==> src/rtl/dbg_cmd_master_if.sv <==
// Debug bus between the command master (debugger side) and the debug target.
// The master modport drives the command fields; the slave modport returns done/read data.
interface dbg_intf;
    logic [7:0]  cmd;
    logic [31:0] addr;
    logic [31:0] data_dbg_dut;
    logic        dut_done;
    logic [31:0] data_dut_dbg;

    modport master (
        output cmd,
        output addr,
        output data_dbg_dut,
        input  dut_done,
        input  data_dut_dbg
    );

    modport slave (
        input  cmd,
        input  addr,
        input  data_dbg_dut,
        output dut_done,
        output data_dut_dbg
    );
endinterface

==> src/rtl/dbg_cmd_master.sv <==
// Debug command master: accepts one request, runs it on the debug bus, returns one response.
// Optional ACTIVE-state timeout is enabled with the DBG_TIMEOUT_EN macro.
module dbg_cmd_master #(
    parameter int TIMEOUT_CYCLES = 1024
) (
    input  logic        clk,
    input  logic        rstn_i,
    input  logic        req_valid_i,
    output logic        req_ready_o,
    input  logic [7:0]  req_cmd_i,
    input  logic [31:0] req_addr_i,
    input  logic [31:0] req_data_i,
    output logic        rsp_valid_o,
    input  logic        rsp_ready_i,
    output logic [31:0] rsp_data_o,
    output logic        rsp_err_o,
    output logic        busy_o,
    dbg_intf.master     dbg_bus
);

    typedef enum logic [1:0] {
        IDLE   = 2'd0,
        ACTIVE = 2'd1,
        DRAIN  = 2'd2,
        RESP   = 2'd3
    } state_t;

    state_t      state_q, state_d;
    logic [7:0]  cmd_q, cmd_d;
    logic [31:0] addr_q, addr_d;
    logic [31:0] wdata_q, wdata_d;
    logic [31:0] rspData_q, rspData_d;
    logic        rspErr_q, rspErr_d;
    logic        cmdLegal;
    logic        cmdIsRead;
    logic        timeout;

    assign cmdLegal  = (req_cmd_i >= 8'h01) && (req_cmd_i <= 8'h06);
    assign cmdIsRead = (cmd_q == 8'h03) || (cmd_q == 8'h05);

`ifdef DBG_TIMEOUT_EN
    localparam int CntW = $clog2(TIMEOUT_CYCLES + 1);
    logic [CntW-1:0] tmoCnt_q, tmoCnt_d;

    assign timeout = (tmoCnt_q == CntW'(TIMEOUT_CYCLES - 1));

    // Counter is held at zero outside ACTIVE, so every command starts from zero.
    always_comb begin
        tmoCnt_d = '0;
        if (state_q == ACTIVE) begin
            tmoCnt_d = tmoCnt_q + 1'b1;
        end
    end

    always_ff @(posedge clk or negedge rstn_i) begin
        if (!rstn_i) begin
            tmoCnt_q <= '0;
        end else begin
            tmoCnt_q <= tmoCnt_d;
        end
    end
`else
    assign timeout = 1'b0;
`endif

    always_comb begin
        state_d     = state_q;
        cmd_d       = cmd_q;
        addr_d      = addr_q;
        wdata_d     = wdata_q;
        rspData_d   = rspData_q;
        rspErr_d    = rspErr_q;
        req_ready_o = (state_q == IDLE);
        rsp_valid_o = (state_q == RESP);

        unique case (state_q)
            IDLE: begin
                if (req_valid_i) begin
                    rspData_d = '0;
                    if (cmdLegal) begin
                        cmd_d    = req_cmd_i;
                        addr_d   = req_addr_i;
                        wdata_d  = req_data_i;
                        rspErr_d = 1'b0;
                        state_d  = ACTIVE;
                    end else begin
                        rspErr_d = 1'b1;
                        state_d  = RESP;
                    end
                end
            end
            ACTIVE: begin
                if (dbg_bus.dut_done) begin
                    rspData_d = cmdIsRead ? dbg_bus.data_dut_dbg : '0;
                    rspErr_d  = 1'b0;
                    cmd_d     = '0;
                    addr_d    = '0;
                    wdata_d   = '0;
                    state_d   = DRAIN;
                end else if (timeout) begin
                    rspData_d = '0;
                    rspErr_d  = 1'b1;
                    cmd_d     = '0;
                    addr_d    = '0;
                    wdata_d   = '0;
                    state_d   = DRAIN;
                end
            end
            // Wait for the target to release done so it cannot complete the next command.
            DRAIN: begin
                if (!dbg_bus.dut_done) begin
                    state_d = RESP;
                end
            end
            RESP: begin
                if (rsp_ready_i) begin
                    state_d = IDLE;
                end
            end
            default: begin
                state_d = IDLE;
            end
        endcase
    end

    always_ff @(posedge clk or negedge rstn_i) begin
        if (!rstn_i) begin
            state_q   <= IDLE;
            cmd_q     <= '0;
            addr_q    <= '0;
            wdata_q   <= '0;
            rspData_q <= '0;
            rspErr_q  <= 1'b0;
        end else begin
            state_q   <= state_d;
            cmd_q     <= cmd_d;
            addr_q    <= addr_d;
            wdata_q   <= wdata_d;
            rspData_q <= rspData_d;
            rspErr_q  <= rspErr_d;
        end
    end

    assign busy_o               = (state_q != IDLE);
    assign rsp_data_o           = rspData_q;
    assign rsp_err_o            = rspErr_q;
    assign dbg_bus.cmd          = cmd_q;
    assign dbg_bus.addr         = addr_q;
    assign dbg_bus.data_dbg_dut = wdata_q;

endmodule

==> src/flat_wrapper.sv <==
// flat-port wrapper written by rule: the top's interface ports become plain ports
module dbg_cmd_master_flat 
#(
    parameter int TIMEOUT_CYCLES = 1024
)
  (clk, rstn_i, req_valid_i, req_ready_o, req_cmd_i, req_addr_i, req_data_i, rsp_valid_o, rsp_ready_i, rsp_data_o, rsp_err_o, busy_o, dbg_bus_cmd, dbg_bus_addr, dbg_bus_data_dbg_dut, dbg_bus_dut_done, dbg_bus_data_dut_dbg);
  dbg_intf dbg_bus_i ();
  input  logic clk;
  input  logic rstn_i;
  input  logic req_valid_i;
  output logic req_ready_o;
  input  logic [7:0] req_cmd_i;
  input  logic [31:0] req_addr_i;
  input  logic [31:0] req_data_i;
  output logic rsp_valid_o;
  input  logic rsp_ready_i;
  output logic [31:0] rsp_data_o;
  output logic rsp_err_o;
  output logic busy_o;
  output wire logic [$bits(dbg_bus_i.cmd)-1:0] dbg_bus_cmd;
  output wire logic [$bits(dbg_bus_i.addr)-1:0] dbg_bus_addr;
  output wire logic [$bits(dbg_bus_i.data_dbg_dut)-1:0] dbg_bus_data_dbg_dut;
  input wire logic [$bits(dbg_bus_i.dut_done)-1:0] dbg_bus_dut_done;
  input wire logic [$bits(dbg_bus_i.data_dut_dbg)-1:0] dbg_bus_data_dut_dbg;
  assign dbg_bus_cmd = dbg_bus_i.cmd;
  assign dbg_bus_addr = dbg_bus_i.addr;
  assign dbg_bus_data_dbg_dut = dbg_bus_i.data_dbg_dut;
  assign dbg_bus_i.dut_done = dbg_bus_dut_done;
  assign dbg_bus_i.data_dut_dbg = dbg_bus_data_dut_dbg;
  dbg_cmd_master #(.TIMEOUT_CYCLES(TIMEOUT_CYCLES)) u_core (.clk(clk), .rstn_i(rstn_i), .req_valid_i(req_valid_i), .req_ready_o(req_ready_o), .req_cmd_i(req_cmd_i), .req_addr_i(req_addr_i), .req_data_i(req_data_i), .rsp_valid_o(rsp_valid_o), .rsp_ready_i(rsp_ready_i), .rsp_data_o(rsp_data_o), .rsp_err_o(rsp_err_o), .busy_o(busy_o), .dbg_bus(dbg_bus_i));
endmodule
==> config.mk <==
export PLATFORM = sky130hd
export DESIGN_NAME = dbg_cmd_master_flat
export DESIGN_NICKNAME = d
export VERILOG_FILES = /design/src/rtl/dbg_cmd_master_if.sv /design/src/rtl/dbg_cmd_master.sv /design/src/flat_wrapper.sv
export SDC_FILE = /design/constraint.sdc
export NUM_CORES = 1
export LEC_CHECK = 0
export ABC_CLOCK_PERIOD_IN_PS = 3200
export CAP_MARGIN = 5
export CELL_PAD_IN_SITES_DETAIL_PLACEMENT = 1
export CELL_PAD_IN_SITES_GLOBAL_PLACEMENT = 2
export CORE_MARGIN = 2
export CORE_UTILIZATION = 26
export DETAILED_ROUTE_END_ITERATION = 7
export PLACE_DENSITY_LB_ADDON = 0.25
export SLEW_MARGIN = 30
export SYNTH_ARGS = -nofsm -noshare
export SYNTH_HDL_FRONTEND = slang
export SYNTH_SLANG_ARGS = --single-unit
==> constraint.sdc <==
create_clock -name clk -period 3.2 [get_ports clk]
set_input_delay 0.96 -clock clk [delete_from_list [all_inputs] [get_ports clk]]
set_output_delay 0.96 -clock clk [all_outputs]
set_load 0.01 [all_outputs]
# ---- Yosys cells after proc, flatten, opt, wreduce, memory -nomap -nowiden
# Cells that the tools add are included.
dict set report op_classes {
  magnitude_cmp 2
  n_eq_ne 10
  muxes 25
  reduce_logical 8
}
# operator count
set ops {}
lappend ops {{$mux W32} 8}
lappend ops {{$pmux W32 S2} 3}
lappend ops {{$mux W8} 3}
lappend ops {{$pmux W8 S2} 1}
lappend ops {{$mux W2} 5}
lappend ops {{$eq A8 B2 Y1 const B} 1}
lappend ops {{$eq A8 B3 Y1 const B} 1}
lappend ops {{$ge A8 B1 Y1 const B} 1}
lappend ops {{$le A8 B3 Y1 const B} 1}
lappend ops {{$pmux W2 S4} 1}
lappend ops {{$reduce_and A4 Y1} 2}
lappend ops {{$ne A2 B2 Y1 const B} 3}
lappend ops {{$eq A2 B2 Y1 const B} 2}
lappend ops {{$ne A2 B1 Y1 const B} 2}
lappend ops {{$reduce_bool A2 Y1} 2}
lappend ops {{$mux W1} 3}
lappend ops {{$reduce_and A3 Y1} 1}
lappend ops {{$eq A2 B1 Y1 const B} 1}
lappend ops {{$logic_not A2 Y1} 1}
lappend ops {{$pmux W1 S2} 1}
lappend ops {{$logic_and A1 B1 Y1} 1}
lappend ops {{$logic_or A1 B1 Y1} 1}
dict set report word_totals {
  regBits 107
  inputBits 109
  output_inout_bits 108
  wordCells 51
}

# ---- Longest topological paths before layout
dict set report depth {
  word_depth 5
  mapped_depth 9
  depth_no_buf 6
}

# ---- Least setup slack after synthesis
# No wires, ideal clock.
dict set report synth_path {
  path_kind {in2reg}
  startpoint {in req_cmd_i[5]}
  endpoint {reg u_core.addr_q[0] (netlist: u_core.dbg_bus.addr[0])}
  setup_ns 0.121
  t_arrival_ns 2.680
  required_time_ns 3.079
  slack_ns 0.399
  cell_stages 6
  n_path_buf 2
  cell_sequence {or4_1 or4_1 a21o_1 buf_6 buf_6 a22o_1}
}
dict set report synth_via {
  elab_chain_len 4
  elab_cells_between_ends 5
  classes_between {2 x order compare; 1 x eq/ne; 2 x reduce/logical}
}
# element line
set synth_lines {}
lappend synth_lines {{start: declaration} flat_wrapper.sv:12} ;# input logic [7:0] req_cmd_i;
lappend synth_lines {{$ge A8 B1 Y1 / $le A8 B3 Y1 (equally long branches)} dbg_cmd_master.sv:38} ;# assign cmdLegal = (req_cmd_i >= 8'h01) && (req_cmd_i <= 8'h06);
lappend synth_lines {{$logic_and A1 B1 Y1 (*)} dbg_cmd_master.sv:38}
lappend synth_lines {{$ne A2 B1 Y1 (no source line) (*)} --}
lappend synth_lines {{$reduce_and A4 Y1 (no source line) (*)} --}
lappend synth_lines {{end signal: assignment} dbg_cmd_master.sv:137} ;# addr_q <= addr_d;
lappend synth_lines {{end: declaration} dbg_cmd_master.sv:30} ;# logic [31:0] addr_q, addr_d;
# Every way passes the cells marked *; elsewhere a longest branch is shown, timed or not.
# A chain may end at the register's enable or synchronous reset.

# ---- Worst setup path after layout
dict set report layout_path {
  startpoint {in req_cmd_i[5]}
  endpoint {reg u_core.addr_q[4] (netlist: u_core.dbg_bus.addr[4])}
}
# Same word-level chain as after synthesis.

==> metrics.md <==
| Metric | Value |
|---|---|
| Synthesized cell area | 3960 um^2 |
| Crit Reg-Reg Endpoint | u_core.dbg_bus.addr[4] |
| Data arrival, critical path | 3.21 ns |
| Yosys top cell by area | dfrtp_1 |
| DRC viols | 0 |
| Seq pwr share | 42.4% |
| Area grow syn2layout | 67.1% |
| Bufs on Longest Clock Path | 2 |
| Count of final hold-check violations | 0 |
| Detailed Routing Iterations Pass 1 | 4 |
| DRT iter0 DRCs | 110 |
| CTS HTree Levels | 3 |
| Reg2Reg Depth | 7 |
| Max_slew headroom | between 70% and 80% |
| Gpl congestion | 0.722 |
| Cell Rows | 45 |
| Sequential fraction of the synthesis area | 67.6% |
| Leakage | about 0.0029 uW |
| I/O Buffers | between 200 and 250 |
| Fin crit period | 2.99 ns |
| Cell internal pwr | 2320 uW |
| Skew final | 0.00639 ns |
| Yosys warns | 0 |
| Worst-path clk slew | roughly 0.070 ns |
| Most frequent cells in the layout | 215 x clkdlybuf4s50_1, 107 x dfrtp_1, 99 x a22o_1, 9 x clkbuf_16 |
| Final setup viols | 0 |
| Initial cell density of the core | 26.3% |
| First-pass GRT wire length | around 19000 um |
| Root Buffer | clkbuf_16 |
| Unique cell type count in the Yosys netlist | 27 |
| GRT Overall Usage | 15.0% |
| # fillers | 1576 |
| RSZ-0062 raised after global routing | no |
| Post-CTS setup buffers | 0 |
| CTS Sinks | 107 |
| Fmax | 335 MHz |
| Die height | 127 um |
| Hold Buf Count CTS | 0 |
| Layout cell share with drive strength beyond 1 | 5.80% |
| Synthesized instance count | 265 |
| Run status | finished, final reports clean |
| Vias in the first global route | 3461 |
| Die area | 16200 um^2 |
| Seq cells post-synth | 107 |
| Cts repair resizes | 0 |
| Sw Share | between 30% and 40% |
| Per-cell routed wire length | between 15 and 20 um |
| Initial antenna violation count | 0 |
| Required @ worst endpoint | around 3.4 ns |
| Via count | 3142 |
| VDD IR max | 0.356 mV |
| Synth area leaders | dfrtp_1 68%, a22o_1 22%, buf_6 2.3% |
| Slew @ Worst Pin | 0.446 ns |
| Die X-Extent | 127 um |
| Pwr Total | 3360 uW |
| Detail Placement HPWL | 8570 um |
| Final ANT Viol Nets | 0 |
| Period utilisation layout | 93.3% |
| I/O pin count | 217 |
| Worst hold path class | in2async |
| Net count, final | 591 |
| Reg-to-reg critical path startpoint | u_core.state_q[0] |
| Crit Path Category | in2reg |
| Final Max Tran Viols | 0 |
| Total congestion overflow | 0 |
| Ant diodes | 0 |
| DR vias/cell | around 4.7 |
| Core ar. | 15000 um^2 |
| Largest net degree at the start of global routing | 55 |
| CTS tree | done |
| Register-to-register setup slack | 1.23 ns |
| Sw Pwr | 1040 uW |
| Worst hold margin | 0.484 ns |
| Clock buffer count from CTS | 9 |
| Comb power frac | 25.5% |
| Pwr/cell area | 508 nW/um^2 |
| Crit-path max FO | 41 |
| Syn Area/Cell | ~15 um^2 |
| Synthesized Nets | 378 |
| Drt total wl | 12000 um |
| Type of origin of the critical path | input pin |
| Core Util, Final | 44.0% |
| Worst skew pair latency | 0.34 ns |
| Maxcap violations | 0 |
| Share of the synthesized area in the top cell type | 67.6% |
| Crit. End Element | flip-flop |
| Commonest non-fill, non-tap cell in the layout | clkdlybuf4s50_1 |
| Clock power share | 32.0% |
[how the worst max path moves through the flow]
stage / cells after the start / slack, ns / startpoint / end
6_report: 6 / 0.21 / req_cmd_i[5] / u_core.dbg_bus.addr[4]
4_1_cts: 6 / 0.23 / req_cmd_i[5] / u_core.dbg_bus.addr[4]
2_1_floorplan: 6 / 0.40 / req_cmd_i[5] / u_core.dbg_bus.addr[0]
5_1_grt: 6 / 0.15 / req_cmd_i[5] / u_core.dbg_bus.data_dbg_dut[2]
3_5_place_dp: 6 / -0.14 / req_cmd_i[5] / u_core.dbg_bus.addr[4]
3_3_place_gp: 6 / -0.11 / req_cmd_i[5] / u_core.dbg_bus.data_dbg_dut[0]
[layout make-up]
type                       count  area [um^2]  share of cell area, %
timing repair buffer         225         2290                   34.6
tap                          188          235                   3.55
sequential                   107         2680                   40.5
clock buffer                  11          243                   3.67
inverter                       3         11.3                  0.170
multi-input combinational    132         1120                   16.9
clock inverter                 5         45.0                  0.681
[per-layer routing]
layer / vias to the layer above / track usage [%] / part of all wire, %
met5: - / 0 / 0
met4: 0 / 5.43 / 1.5
met3: 11 / 5.86 / 9.7
met2: 142 / 22.4 / 45
met1: 1560 / 19.8 / 44
li1: 1429 / - / -
[per-stage QoR]
step	worst slack, ns	std cells	TNS, ns	area, um^2
floorplan	0.399	265	0	3960
global placement	-0.113	655	-7.27	6330
detailed placement	-0.141	655	-8.31	6330
CTS	0.234	671	0	6620
global route	0.151	671	0	6620
finish	0.214	671	0	6620
[registers in the layout, indices dropped and copies added (netlist names)]
signal	flops
u_core.rsp_err_o	1
u_core.dbg_bus.cmd	8
u_core.dbg_bus.addr	32
u_core.dbg_bus.data_dbg_dut	32
u_core.state_q	2
u_core.rsp_data_o	32
[power by group through the flow]
| stage | Combinational [uW] | Clock [uW] | Sequential [uW] |
|---|---|---|---|
| after global placement | 859 | 0 | 1450 |
| after floorplan | 521 | 0 | 1460 |
| after CTS | 885 | 1120 | 1430 |
| after detailed placement | 881 | 0 | 1450 |
| after global routing | 944 | 1180 | 1430 |
| final | 858 | 1080 | 1430 |
[critical path: stages]
cell and delay, ns:
clkdlybuf4s50_1 0.39, or4_1 0.59, or4_1 0.55, a21o_2 0.27
buf_12 0.17, a22o_1 0.25
[cell usage after synthesis (all sizes together)]
cell type / count
a21o: 1
a21oi: 2
a22o: 99
and2: 5
and3: 1
and4: 1
and4b: 1
buf: 15
clkbuf: 8
dfrtp: 107
ha: 4
inv: 3
mux2: 1
nand2: 1
nand2b: 3
nand3: 1
nand3b: 1
nor2: 2
nor3: 1
nor4: 2
o211ai: 1
o21ai: 1
o32a: 1
or4: 2
xor2: 1
[cell families (layout without fill, tap and decap cells)]
family / count (synthesis) / after routing / share of synthesized area, %
AOI/OAI and AO/OA: 105 / 105 / 22.9
xor gates and xnor gates: 1 / 1 / 0.221
adders and majority gates: 4 / 4 / 1.26
buffers and inverters: 26 / 244 / 4.39
DFF: 107 / 107 / 67.6
muxes: 1 / 1 / 0.284
and+or+nand+nor: 21 / 21 / 3.32
(Power assumes the default switching activity.)
==> patch 1, RTL diff (same settings) <==
`wdata_q` no longer has a reset.
--- a/src/rtl/dbg_cmd_master.sv
+++ b/src/rtl/dbg_cmd_master.sv
@@ -128,17 +128,19 @@
             state_q   <= IDLE;
             cmd_q     <= '0;
             addr_q    <= '0;
-            wdata_q   <= '0;
             rspData_q <= '0;
             rspErr_q  <= 1'b0;
         end else begin
             state_q   <= state_d;
             cmd_q     <= cmd_d;
             addr_q    <= addr_d;
-            wdata_q   <= wdata_d;
             rspData_q <= rspData_d;
             rspErr_q  <= rspErr_d;
         end
+    end
+
+    always_ff @(posedge clk) begin
+        wdata_q <= wdata_d;
     end
 
     assign busy_o               = (state_q != IDLE);
Behaviour: not the same (a bounded check fails within 4 cycles, from zero or initial values and one cycle with rstn_i low).
==> patch 1 against the unedited design <==
  * Power grew 30%
  * Final area rose by 1.8%
  * Critical endpoint is now u_core.dbg_bus.data_dbg_dut[28]$_SDFFCE_PP0P_
  * Sequential cell count did not move
  * Wire length is 0.72% higher
  * Area after synthesis grew 1.9%
  * Worst hold slack gained 0.011 ns
  * Global-route usage down 0.24 points
  * Worst setup slack got worse by 0.0032 ns
  * Largest cell class unchanged
  * Sequential power is 26% higher
  * Highest routed layer unchanged
==> patch 1: results (changes against the unedited design) <==
stage,metric,value,unit,change
synth,sequential area share after synthesis,70.3,%,+2.7 points
detailed_routing,1st-iter DRT viols,78,,-29%
synth,Synth Area in Compound Gates,16.3,%,-6.6 points
cells_and_area,"Inverters, non-clock",4,,+1
cells_and_area,area occupied by multi-input gates,1070,um2,-4.3%
detailed_routing,DR WL met3,1.13,mm,-2.9%
detailed_routing,metal1 wirelength,5.23,mm,-1.3%
pwr,P_comb,1.51,mW,+76%
synth,Synth cell types,31,,+15%
cells_and_area,Seq/total area,42.1,%,+1.7 points
outcome,status,"complete, no violations",,
synth,Synth Area in XOR/XNOR,0.217,%,-0.0042 points
placed_design,DP HPWL,8.91,mm,+4.0%
cells_and_area,clock buffer count,14,,+3
pwr,internal power,3.06,mW,+32%
global_route,met1 Track Usage GR,18.7,%,-1.1 points
cells_and_area,nets@finish,592,,+0.17%
detailed_routing,met2 wire length,5.61,mm,+4.2%
global_route,vias in the first global route,3411,,-1.4%
pwr,peak supply drop,0.000243,V,-32%
critical_path,CP peak stage delay,0.55,ns,-0.04 ns
synth,Area contributors post-synth,"dfrtp_1, edfxtp_1, a22o_1",,
critical_path,critical path arrival,3.03,ns,-0.18 ns
min_path,Tightest Hold Check Type,flip-flop to flip-flop,,
pwr,Lkg Pwr,2.80,nW,-4.5%
synth,most instantiated cells after synthesis,"dfrtp_1, a22o_1, edfxtp_1, nor2b_1, a22o_2",,
synth,adder-cell share of the synthesized area,1.24,%,-0.024 points
synth,multiplexer share of the synthesized area,0.279,%,-0.0054 points
synth,Post-synth EDFFs,32,,+32
placed_design,dpl cells,656,,+0.15%
detailed_routing,DR vias,3019,,-3.9%
cells_and_area,"non-filler cells, final",672,,+0.15%
synth,post-synthesis async set-or-reset flop share,70.1,%,-30 points
global_route,all-layer global routing usage,14.8,%,-0.24 points
==> patch 1: cell count changes after synthesis, sizes merged <==
cell,delta
inv,+1
nor2b,+32
a22o,-32
clkbuf,+3
dfrtp,-32
edfxtp,+32
buf,-7
==> patch 1: worst min path at each step <==
stage	startpoint	endpoint	slack [ns]
after floorplan	u_core.rsp_err_o$_DFFE_PN0P_	u_core.rsp_err_o$_DFFE_PN0P_	0.52
after global placement	u_core.rsp_err_o$_DFFE_PN0P_	u_core.rsp_err_o$_DFFE_PN0P_	0.48
after detailed placement	u_core.rsp_err_o$_DFFE_PN0P_	u_core.rsp_err_o$_DFFE_PN0P_	0.49
after CTS	u_core.rsp_err_o$_DFFE_PN0P_	u_core.rsp_err_o$_DFFE_PN0P_	0.50
after global routing	u_core.dbg_bus.addr[27]$_DFFE_PN0P_	u_core.dbg_bus.addr[27]$_DFFE_PN0P_	0.53
final	u_core.rsp_err_o$_DFFE_PN0P_	u_core.rsp_err_o$_DFFE_PN0P_	0.50
==> patch 2, RTL diff (same settings) <==
Made on the original files. Add a define of `DBG_TIMEOUT_EN`.
--- a/src/rtl/dbg_cmd_master.sv
+++ b/src/rtl/dbg_cmd_master.sv
@@ -1,5 +1,7 @@
 // Debug command master: accepts one request, runs it on the debug bus, returns one response.
 // Optional ACTIVE-state timeout is enabled with the DBG_TIMEOUT_EN macro.
+`define DBG_TIMEOUT_EN
+
 module dbg_cmd_master #(
     parameter int TIMEOUT_CYCLES = 1024
 ) (
Check against the original RTL: same outputs for any inputs over 4 cycles, from zero or initial values and one cycle with rstn_i low; that may be too few to reach the edited logic, so the function may still have changed.
==> patch 2 against the unedited design <==
  * Area after synthesis is 18% higher
  * Via count is 21% higher
  * Global-route usage is 0.55 points higher
  * Clock power is 83% higher
  * Sequential cell count is 11 higher
  * Power is 38% higher
  * Sequential power is 11% higher
  * Worst setup slack better by 0.16 ns
  * Fmax is 5.8% higher
  * Critical path depth is 2 lower
  * Final area is 16% higher
  * Wire length is 20% higher
==> patch 2: results (changes against the unedited design) <==
stage,metric,value,unit,change
critical_path,critical path arrival,1.86,ns,-1.35 ns
detailed_routing,met2 wire length,6.34,mm,+18%
cts,Max Root-Sink Buffers,2,,unchanged
detailed_routing,metal1 wirelength,6.32,mm,+19%
global_route,first-pass GRT wire length,23.4,mm,+22%
detailed_routing,1st-iter DRT viols,135,,+23%
cts,Worst-Skew Late Latency,0.42,ns,+0.08 ns
min_path,HP Start,u_core.tmoCnt_q[0]$_DFF_PN0_,,
cts,H-tree Lvls,4,,+1
global_route,vias in the first global route,4214,,+22%
detailed_routing,DR pass1 iterations,4,,unchanged
min_path,Tightest Hold Check Type,flip-flop to flip-flop,,
critical_path,R2R setup slack,0.82,ns,-0.41 ns
critical_path,reg2reg start,u_core.state_q[0]$_DFFE_PN0P_,,
placed_design,placed cell area,7070,um2,+12%
global_route,met1 Track Usage GR,19.7,%,-0.11 points
min_path,Hold Path Stages,1,,
global_route,all-layer global routing usage,15.5,%,+0.55 points
critical_path,critical path endpoint,busy_o,,
pwr,Lkg Pwr,3.33,nW,+14%
synth,Synthesized Nets,498,,+32%
timing,Worst Max-Slew Pin Slew,0.752,ns,+0.306 ns
global_route,pin count of the biggest net entering global routing,73,,+33%
cells_and_area,nets@finish,714,,+21%
synth,Area contributors post-synth,"dfrtp_1, a22o_1, nand3_1",,
placed_design,DP HPWL,9.92,mm,+16%
detailed_routing,DR vias,3801,,+21%
placed_design,dpl cells,810,,+24%
pwr,peak supply drop,0.000431,V,+21%
synth,top_reg_cell synth,dfrtp_1,,
critical_path,Worst R2R End,u_core.dbg_bus.data_dbg_dut[6]$_DFFE_PN0P_,,
placed_design,RD Place Congestion,0.755,,+4.5%
cts,TritonCTS Buffers,17,,+8
outcome,status,"complete, no violations",,
critical_path,CP peak stage delay,0.56,ns,-0.03 ns
critical_path,slowest cell on the critical path,clkdlybuf4s50_1,,
synth,most instantiated cells after synthesis,"dfrtp_1, a22o_1, nand3_1, inv_1, o21ai_0",,
synth,syn_area_per_cell,12.2,um2,-18%
global_route,met3 Use GR,7.86,%,+2.0 points
cells_and_area,number of diodes,0,,unchanged
global_route,initial antenna violation count,0,,unchanged
synth,Synth cell types,33,,+22%
timing,Clock Skew,0.00956,ns,+0.00317 ns
critical_path,crit path max fanout,6,,-85%
cells_and_area,share of layout cells above drive strength 1,7.50,%,+1.7 points
global_route,M2 GR Usage,22.9,%,+0.51 points
detailed_routing,DR WL met3,1.52,mm,+31%
critical_path,critical path class,flip-flop to primary output,,
pwr,switching pwr,1.37,mW,+32%
cells_and_area,"non-filler cells, final",842,,+25%
synth,sequential area share after synthesis,63.0,%,-4.6 points
critical_path,R2R depth,8,,+1
detailed_routing,per-cell routed wire length,17.1,um,-4.7%
patch 2: cell count changes in the layout (fill, tap and decap cells not counted), moves of 4 or more:
cell,delta
clkinv_2,+4
and2_1,+10
clkbuf_16,+8
a22o_1,-32
xnor2_1,+5
xor2_1,+4
dfrtp_1,+11
nand3_1,+37
nor2_1,+5
inv_1,+34
o21ai_0,+31
patch 2: critical path: cells and delay by family, from the launching register on:
| kind | cells | cell delay, ns |
|---|---|---|
| adders and majority gates | 1 | 0.27 |
| buffers and inverters | 3 | 0.78 |
| DFF | 1 | 0.40 |
patch 2: cell type report:
class / instances / area, um2
clock buffers: 20 / 467
clock inverters: 12 / 151
fillers: 1891 / 10100
inverters: 37 / 139
multi-input cells: 203 / 1430
flip-flops and latches: 118 / 2950
well taps: 229 / 287
repair buffers: 223 / 2260
patch 2: cell families (layout without fill, tap and decap cells):
logic type	after synthesis	count (layout)	synth area share (%)
AO/OA/AOI/OAI	107	107	17.4
XOR/XNOR	10	10	1.87
adder cells (fa/ha/maj)	5	5	1.34
buffers and inverters	63	292	6.65
flip-flops	118	118	63.0
multiplexers	2	2	0.454
AND/OR/NAND/NOR	79	79	9.29
patch 2: power by group through the flow:
stage | clock, mW | combinational [mW] | sequential (mW)
global placement | 0 | 1.06 | 1.61
floorplan | 0 | 0.706 | 1.62
detailed placement | 0 | 1.08 | 1.61
finish | 1.98 | 1.06 | 1.59
global route | 2.11 | 1.19 | 1.60
CTS | 2.03 | 1.09 | 1.59
patch 2: per-stage QoR:
step                      utilization [%]  setup slack, ns  hold WS [ns]
after floorplan                         -            0.866         0.450
after global placement               39.6            0.296         0.480
after detailed placement             39.6            0.254         0.482
after CTS                            43.1            0.331         0.493
after global routing                 43.1            0.258         0.504
final                                43.1            0.378         0.489
